File: src/rtl/ultrasonic_ranger.sv
// rtl/ultrasonic_ranger.sv - alternating X/Y HC-SR04 ping, echo width measurement, clamped grid coordinate
module ultrasonic_ranger #(
    parameter int TRIG_CYCLES     = 1000,
    parameter int CYCLES_PER_UNIT = 11600,
    parameter int TIMEOUT_CYCLES  = 3000000,
    parameter int SETTLE_CYCLES   = 6000000,
    parameter int MIN_COORD       = 0,
    parameter int MAX_COORD       = 15,
    parameter int DEFAULT_COORD   = 2
) (
    input  logic       clk,
    input  logic       reset,
    input  logic       enable,
    input  logic       echo_x,
    input  logic       echo_y,
    output logic       trig_x,
    output logic       trig_y,
    output logic [7:0] ultrasonic_x,
    output logic [7:0] ultrasonic_y,
    output logic       sample_valid,
    output logic       timeout_x,
    output logic       timeout_y
);

    localparam int GW = $clog2(TRIG_CYCLES + 1);
    localparam int PW = $clog2(CYCLES_PER_UNIT + 1);
    localparam int TW = $clog2(TIMEOUT_CYCLES + 1);
    localparam int SW = $clog2(SETTLE_CYCLES + 1);

    localparam logic [GW-1:0] TRIG_LIM    = GW'(TRIG_CYCLES);
    localparam logic [PW-1:0] SUB_LAST    = PW'(CYCLES_PER_UNIT - 1);
    localparam logic [PW-1:0] SUB_FIRST   = (CYCLES_PER_UNIT == 1) ? '0 : PW'(1);
    localparam logic [7:0]    UNITS_FIRST = (CYCLES_PER_UNIT == 1) ? 8'd1 : 8'd0;
    localparam logic [TW-1:0] TIMEOUT_LIM = TW'(TIMEOUT_CYCLES);
    localparam logic [SW-1:0] SETTLE_LAST = SW'(SETTLE_CYCLES - 1);
    localparam logic [8:0]    MIN9        = 9'(MIN_COORD);
    localparam logic [8:0]    MAX9        = 9'(MAX_COORD);
    localparam logic [7:0]    DEF8        = 8'(DEFAULT_COORD);

    typedef enum logic [2:0] {
        IDLE,
        TRIG,
        WAIT_RISE,
        MEASURE,
        SETTLE
    } state_t;

    state_t        state;
    logic          sel;
    logic [GW-1:0] trig_cnt;
    logic [PW-1:0] sub_cnt;
    logic [7:0]    units;
    logic [TW-1:0] timeout_cnt;
    logic [SW-1:0] settle_cnt;

    // [0],[1] synchronize the pin; [2] is the previous synchronized value for edge detection
    logic [2:0] x_sync;
    logic [2:0] y_sync;

    logic       echo_now;
    logic       echo_prev;
    logic       echo_rise;
    logic       echo_fall;
    logic [8:0] coord_sum;
    logic [7:0] coord;

    always_ff @(posedge clk) begin
        if (reset) begin
            x_sync <= '0;
            y_sync <= '0;
        end else begin
            x_sync <= {x_sync[1:0], echo_x};
            y_sync <= {y_sync[1:0], echo_y};
        end
    end

    always_comb begin
        echo_now  = sel ? y_sync[1] : x_sync[1];
        echo_prev = sel ? y_sync[2] : x_sync[2];
        echo_rise = echo_now & ~echo_prev;
        echo_fall = ~echo_now & echo_prev;
    end

    always_comb begin
        coord_sum = {1'b0, units} + MIN9;
        if (coord_sum <= MIN9) begin
            coord = MIN9[7:0];
        end else if (coord_sum >= MAX9) begin
            coord = MAX9[7:0];
        end else begin
            coord = coord_sum[7:0];
        end
    end

    always_ff @(posedge clk) begin
        if (reset) begin
            state        <= IDLE;
            sel          <= 1'b0;
            trig_cnt     <= '0;
            sub_cnt      <= '0;
            units        <= '0;
            timeout_cnt  <= '0;
            settle_cnt   <= '0;
            trig_x       <= 1'b0;
            trig_y       <= 1'b0;
            ultrasonic_x <= DEF8;
            ultrasonic_y <= DEF8;
            sample_valid <= 1'b0;
            timeout_x    <= 1'b0;
            timeout_y    <= 1'b0;
        end else begin
            sample_valid <= 1'b0;
            if (state != IDLE && !enable) begin
                // abandon the ping; sel is kept so the same sensor is pinged again
                state       <= IDLE;
                trig_x      <= 1'b0;
                trig_y      <= 1'b0;
                trig_cnt    <= '0;
                sub_cnt     <= '0;
                units       <= '0;
                timeout_cnt <= '0;
                settle_cnt  <= '0;
            end else begin
                unique case (state)
                    IDLE: begin
                        trig_x <= 1'b0;
                        trig_y <= 1'b0;
                        if (enable) begin
                            state    <= TRIG;
                            trig_cnt <= '0;
                        end
                    end
                    TRIG: begin
                        if (trig_cnt == TRIG_LIM) begin
                            trig_x      <= 1'b0;
                            trig_y      <= 1'b0;
                            timeout_cnt <= '0;
                            state       <= WAIT_RISE;
                        end else begin
                            trig_x   <= ~sel;
                            trig_y   <= sel;
                            trig_cnt <= trig_cnt + 1'b1;
                        end
                    end
                    WAIT_RISE: begin
                        if (timeout_cnt == TIMEOUT_LIM) begin
                            if (sel) timeout_y <= 1'b1;
                            else     timeout_x <= 1'b1;
                            settle_cnt <= '0;
                            state      <= SETTLE;
                        end else begin
                            timeout_cnt <= timeout_cnt + 1'b1;
                            if (echo_rise) begin
                                // the rising cycle is already an echo-high cycle
                                sub_cnt <= SUB_FIRST;
                                units   <= UNITS_FIRST;
                                state   <= MEASURE;
                            end
                        end
                    end
                    MEASURE: begin
                        if (echo_fall) begin
                            if (sel) begin
                                ultrasonic_y <= coord;
                                timeout_y    <= 1'b0;
                            end else begin
                                ultrasonic_x <= coord;
                                timeout_x    <= 1'b0;
                            end
                            sample_valid <= 1'b1;
                            settle_cnt   <= '0;
                            state        <= SETTLE;
                        end else if (timeout_cnt == TIMEOUT_LIM) begin
                            if (sel) timeout_y <= 1'b1;
                            else     timeout_x <= 1'b1;
                            settle_cnt <= '0;
                            state      <= SETTLE;
                        end else begin
                            timeout_cnt <= timeout_cnt + 1'b1;
                            if (sub_cnt == SUB_LAST) begin
                                sub_cnt <= '0;
                                if (units != 8'hFF) units <= units + 1'b1;
                            end else begin
                                sub_cnt <= sub_cnt + 1'b1;
                            end
                        end
                    end
                    SETTLE: begin
                        if (settle_cnt == SETTLE_LAST) begin
                            sel      <= ~sel;
                            trig_cnt <= '0;
                            state    <= TRIG;
                        end else begin
                            settle_cnt <= settle_cnt + 1'b1;
                        end
                    end
                    default: state <= IDLE;
                endcase
            end
        end
    end

endmodule

File: config.mk
export PLATFORM = sky130hd
export DESIGN_NAME = ultrasonic_ranger
export DESIGN_NICKNAME = d
export VERILOG_FILES = /design/src/rtl/ultrasonic_ranger.sv
export SDC_FILE = /design/constraint.sdc
export NUM_CORES = 1
export LEC_CHECK = 0
export BUFFER_PORTS_ARGS = -buffer_cell sky130_fd_sc_hd__buf_2
export CORE_MARGIN = 5
export CORE_UTILIZATION = 66
export DETAILED_ROUTE_END_ITERATION = 12
export GPL_ROUTABILITY_DRIVEN = 1
export PLACE_DENSITY = 0.84
export SKIP_LAST_GASP = 1
export SLEW_MARGIN = 20
export SYNTH_ARGS = -nofsm -noshare
export SYNTH_HDL_FRONTEND = slang
export SYNTH_SLANG_ARGS = --single-unit
export TNS_END_PERCENT = 1
File: constraint.sdc
create_clock -name clk -period 3.25 [get_ports clk]
set_clock_uncertainty 0.05 [all_clocks]
set_input_delay 0.65 -clock clk [delete_from_list [all_inputs] [get_ports clk]]
set_output_delay 0.65 -clock clk [all_outputs]
set_load 0.02 [all_outputs]
Yosys cells after proc, flatten, opt, wreduce, memory -nomap -nowiden
Cells that the tools add are included.

storage, ports and cells
  bits in registers = 108
  output and inout bits = 21
  logic and storage cells = 128

cells by class
  $add $sub $neg = 5
  order comparisons = 2
  eq/ne operators = 24
  mux-type cells = 52
  bitwise logic cells = 7
  reductions and logical operators = 22

operators with widths
  kind                     count
  $mux W14                 5
  $mux W23                 3
  $pmux W23 S3             1
  $mux W22                 3
  $pmux W22 S3             1
  $mux W8                  8
  $mux W10                 3
  $pmux W10 S3             1
  $pmux W14 S2             1
  $add A23 B1 Y23 const B  1
  $eq A23 B23 Y1 const B   1
  $add A22 B1 Y22 const B  1
  $eq A22 B22 Y1 const B   1
  $ne A2 B2 Y1 const B     11
  $mux W3                  7
  $pmux W8 S2              1
  $pmux W3 S5              1
  $add A14 B1 Y14 const B  1
  $eq A14 B14 Y1 const B   1
  $mux W1                  13
  $ne A3 B3 Y1 const B     4
  $reduce_and A3 Y1        4
  $reduce_and A4 Y1        3
  $reduce_bool A3 Y1       4
  21 further kinds         32

Logic depth before layout (Yosys ltp)
  depth in word-level cells = 6
  depth in mapped cells = 9
  gate-level depth less buffers = 8

Worst setup path after synthesis
OpenSTA, ideal clock, no wires.

  kind = input port to flip-flop
  from = in enable
  to = reg settle_cnt[22]
  library setup time = 0.062 ns
  data arrival time = 2.063 ns
  required time = 3.138 ns
  path slack = 1.075 ns
  stages on the path = 7
  buffers on the path = 1
  path through = clkbuf_1 -> nand2b_1 -> o41ai_2 -> and2_0 -> o21ai_0 -> or4_1 -> nand3_1

on the way
  word-level cells in the longest chain between the ends = 3

ends and longest elaborated chain
  item                        line  RTL
  from (decl)                 13    input logic enable,
  $logic_not A1 Y1            113   if (state != IDLE && !enable) begin
  $logic_and A1 B1 Y1         113
  $reduce_or A2 Y1 (no line)  -
  to (signal assigned)        194   settle_cnt <= settle_cnt + 1'b1;
  to (decl)                   54    logic [SW-1:0] settle_cnt;

No other way between the ends.
A chain may end at the register's enable or synchronous reset.

Final worst setup path
  from = reg state[1]
  to = reg ultrasonic_x[1]

on the way
  word-level cells in the longest chain between the ends = 4
  elaborated cells on any way between the ends = 5

ends and longest elaborated chain
  item                           line  RTL
  from (decl)                    48    state_t state;
  from (signal assigned)         97    state <= IDLE;
  from (signal assigned)         115   state <= IDLE;
  from (signal assigned)         129   state <= TRIG;
  $reduce_bool A3 Y1             113
  $logic_and A1 B1 Y1            113
  $not A1 Y1 (no line)           -
  $reduce_and A4 Y1 (no line) *  -
  to (signal assigned)           167   ultrasonic_x <= coord;
  to (decl)                      18    output logic [7:0] ultrasonic_x,

Mark *: on every way between the ends. The rest lies on a longest branch, timed or not.

==> impl_metrics.csv <==
group,metric,value,unit
status,outcome,"finished, final reports clean",
finish,num_antenna_cells,0,
sta,hold_viol_final,0,
place,placed_cells,750,
critical_path,crit_arrival,2.86,ns
finish,multi_input_area,3070,µm²
drt,firstDrtPassIters,5,
logic_synthesis,yosysTopAreaCell,"dfxtp_1",
critical_path,r2r_setup_slack,0.61,ns
cts,post_cts_buffers,0,
logic_synthesis,async_flop_share,0,%
drt,drcViolationCount,0,
logic_synthesis,synthDominantCellAreaShare,39.9,%
global_routing,grt.total_usage,25.1,%
drt,wire_per_inst,16.1,µm
cts,clk_pin_slew,0.11,ns
cts,cts_resized,0,
finish,layout_common_cells,"dfxtp_1, nor2_1, nand2_1, xnor2_1, nand3_1",
logic_synthesis,synth_nets,655,
floorplan,die_y,101,µm
logic_synthesis,synth_area,5430,µm²
logic_synthesis,synthCells,642,
power,peakVddDrop,0.272,mV
sta,slew-limit-headroom,46.7,%
logic_synthesis,ys_ff_latch,108,
critical_path,critPathCapture,"ultrasonic_x[1]",
critical_path,cp-end-kind,"flip-flop",
cts,cts_root_buffer,"clkbuf_8",
critical_path,startpoint,"state[1]",
cts,hold_buffers,0,
floorplan,rows,33,
cts,cts_buffers,9,
critical_path,rr_worst_depth,5,
place,place_congestion,0.918,
sta,fin_ws,0.608,ns
logic_synthesis,ys_seq_area_share,39.9,%
finish,layout-drive-gt1-share,10.9,%
cts,clock_sinks,108,
logic_synthesis,synth_edf_count,0,
floorplan,dieArea,10100,µm²
logic_synthesis,ys_warn_count,0,
sta,finalSetupTns,0,ns
finish,mostFrequentLayoutCell,"dfxtp_1",
finish,regArea,2160,µm²
sta,period_needed,2.64,ns
global_routing,grt_pass1_wl,21200,µm
finish,layout.nets,669,
power,p_leak,2.05,nW
finish,synthToLayoutAreaGrowth,6.41,%
sta,rsz0062_at_grt,"no",
floorplan,core-area,8090,µm²
global_routing,grt_overflow_total,0,
finish,n_fill_cell,650,
power,p_total,2.25,mW
global_routing,grt_pass1_vias,4645,
global_routing,grt_antenna_before_repair,0,
worst_hold_path,worstHoldPathType,"reg2reg",
critical_path,timing.rr.start,"state[1]",
sta,setup_viol,0,
logic_synthesis,synthDistinctLibCells,67,
drt,first_iter_violations,426,
finish,stdcell_count,766,
place,dp_hpwl,8690,µm
floorplan,io-pin-count,26,
finish,post-route-util,71.3,%
critical_path,r2r_end,"ultrasonic_x[1]",
run,cap_violations,0,
logic_synthesis,yosys-top-cells-area,"dfxtp_1, nor2_1, xnor2_1",
sta,fin_crit_sh,81.3,%
critical_path,critical_path_required,3.47,ns
sta,worstMarginPinSlew,0.793,ns
critical_path,path_class,"reg2reg",
critical_path,cp-start-kind,"flip-flop",
drt,drt-total-wl,12300,µm
drt,ant_nets,0,
critical_path,crit_path_max_fanout,16,
sta,finalMaxSlewViolations,0,
sta,fmax,0.378,GHz
cts,clk_path_buf_depth,2,
place,numPortBuffers,25,
cts,insertion_delay,0.37,ns
global_routing,grt_max_degree,23,
power,power_density,390,nW/µm²
cts,cts_tree,"built",
floorplan,fp.dieW,101,µm
drt,vias,4860,
drt,via_per_inst,6.34,
place,pre_cts_ws,0.562,ns
logic_synthesis,syn_avg_cell_area,8.45,µm²
cts,cts-htree-levels,3,
floorplan,initial_core_util,67.0,%
logic_synthesis,yosys_most_used_dff,"dfxtp_1",
[cell usage after synthesis, types with 4 or more instances]
master and number:
dfxtp_1 108, nor2_1 86, nand2_1 44, xnor2_1 30, nand3_1 28, nand4_1 27, o21ai_0 26, a21oi_1 21
and3_1 18, clkbuf_1 16, xor2_1 16, and2_1 14, nor3_1 14, nor4_1 13, inv_1 12, nor2b_1 12
nand2b_1 11, and4_1 9, or4_1 9, a211oi_1 8, buf_2 8, ha_1 8, nand3b_1 7, o211ai_1 7
o31ai_1 6, a31oi_1 5, mux2i_1 5, nor4b_1 5, o21a_1 5, a31o_2 4, and3b_1 4, or3_1 4
[cell type report]
class,count,area share (%)
Tap cell,105,2.28
Timing Repair Buffer,32,3.08
Sequential cell,108,37.5
Clock buffer,9,2.15
Multi-Input combinational cell,493,53.1
Inverter,12,0.780
Clock inverter,7,1.13
[flip-flops by register name (all words and copies together), names as in the netlist]
register,cells
timeout_cnt,22
ultrasonic_x,8
x_sync,3
timeout_x,1
settle_cnt,23
ultrasonic_y,8
y_sync,3
sel,1
timeout_y,1
trig_cnt,10
sample_valid,1
trig_y,1
sub_cnt,14
state,3
trig_x,1
units,8
[metal layers]
metal | track usage [%] | wire length, µm
met1 | 32.3 | 5360
met2 | 41.9 | 5970
met3 | 4.36 | 729
met4 | 9.33 | 273
met5 | 0 | 0
[report_power, final]
part / total, mW / internal, mW / leakage (nW) / switching [mW]
registers: 1.34 / 1.33 / 0.871 / 0.0112
clock network: 0.785 / 0.298 / 0.0943 / 0.487
logic: 0.125 / 0.0393 / 1.08 / 0.0854
[per-stage QoR]
step                      instance area (µm²)  hold slack, ns
after floorplan                          5430           0.364
after global placement                   5580           0.370
after detailed placement                 5580           0.375
after CTS                                5770           0.403
after global routing                     5770           0.416
final                                    5770           0.399
[worst max-delay path: stages (launching register included)]
cell	delay, ns
dfxtp_1	0.69
nor2b_1	0.71
nand2_1	0.20
nor3_2	0.49
nor2b_1	0.12
a211o_1	0.28
[worst min-delay path by stage]
stage                     startpoint   endpoint  slack [ns]  depth (start not counted)
after floorplan            x_sync[0]  x_sync[1]        0.36                          1
after global placement     x_sync[0]  x_sync[1]        0.37                          1
after detailed placement   x_sync[0]  x_sync[1]        0.38                          1
after CTS                  x_sync[0]  x_sync[1]        0.40                          1
after global routing       x_sync[0]  x_sync[1]        0.42                          1
final                      x_sync[0]  x_sync[1]        0.40                          1
[kinds of logic after synthesis]
logic type / Yosys count / synth area share (%)
simple gates: 329 / 33.7
flops: 108 / 39.9
compound gates: 105 / 12.6
xor+xnor: 46 / 7.43
buf+inv: 41 / 3.60
fa+ha+maj: 8 / 1.85
mux: 5 / 0.923
(Power assumes the default switching activity.)
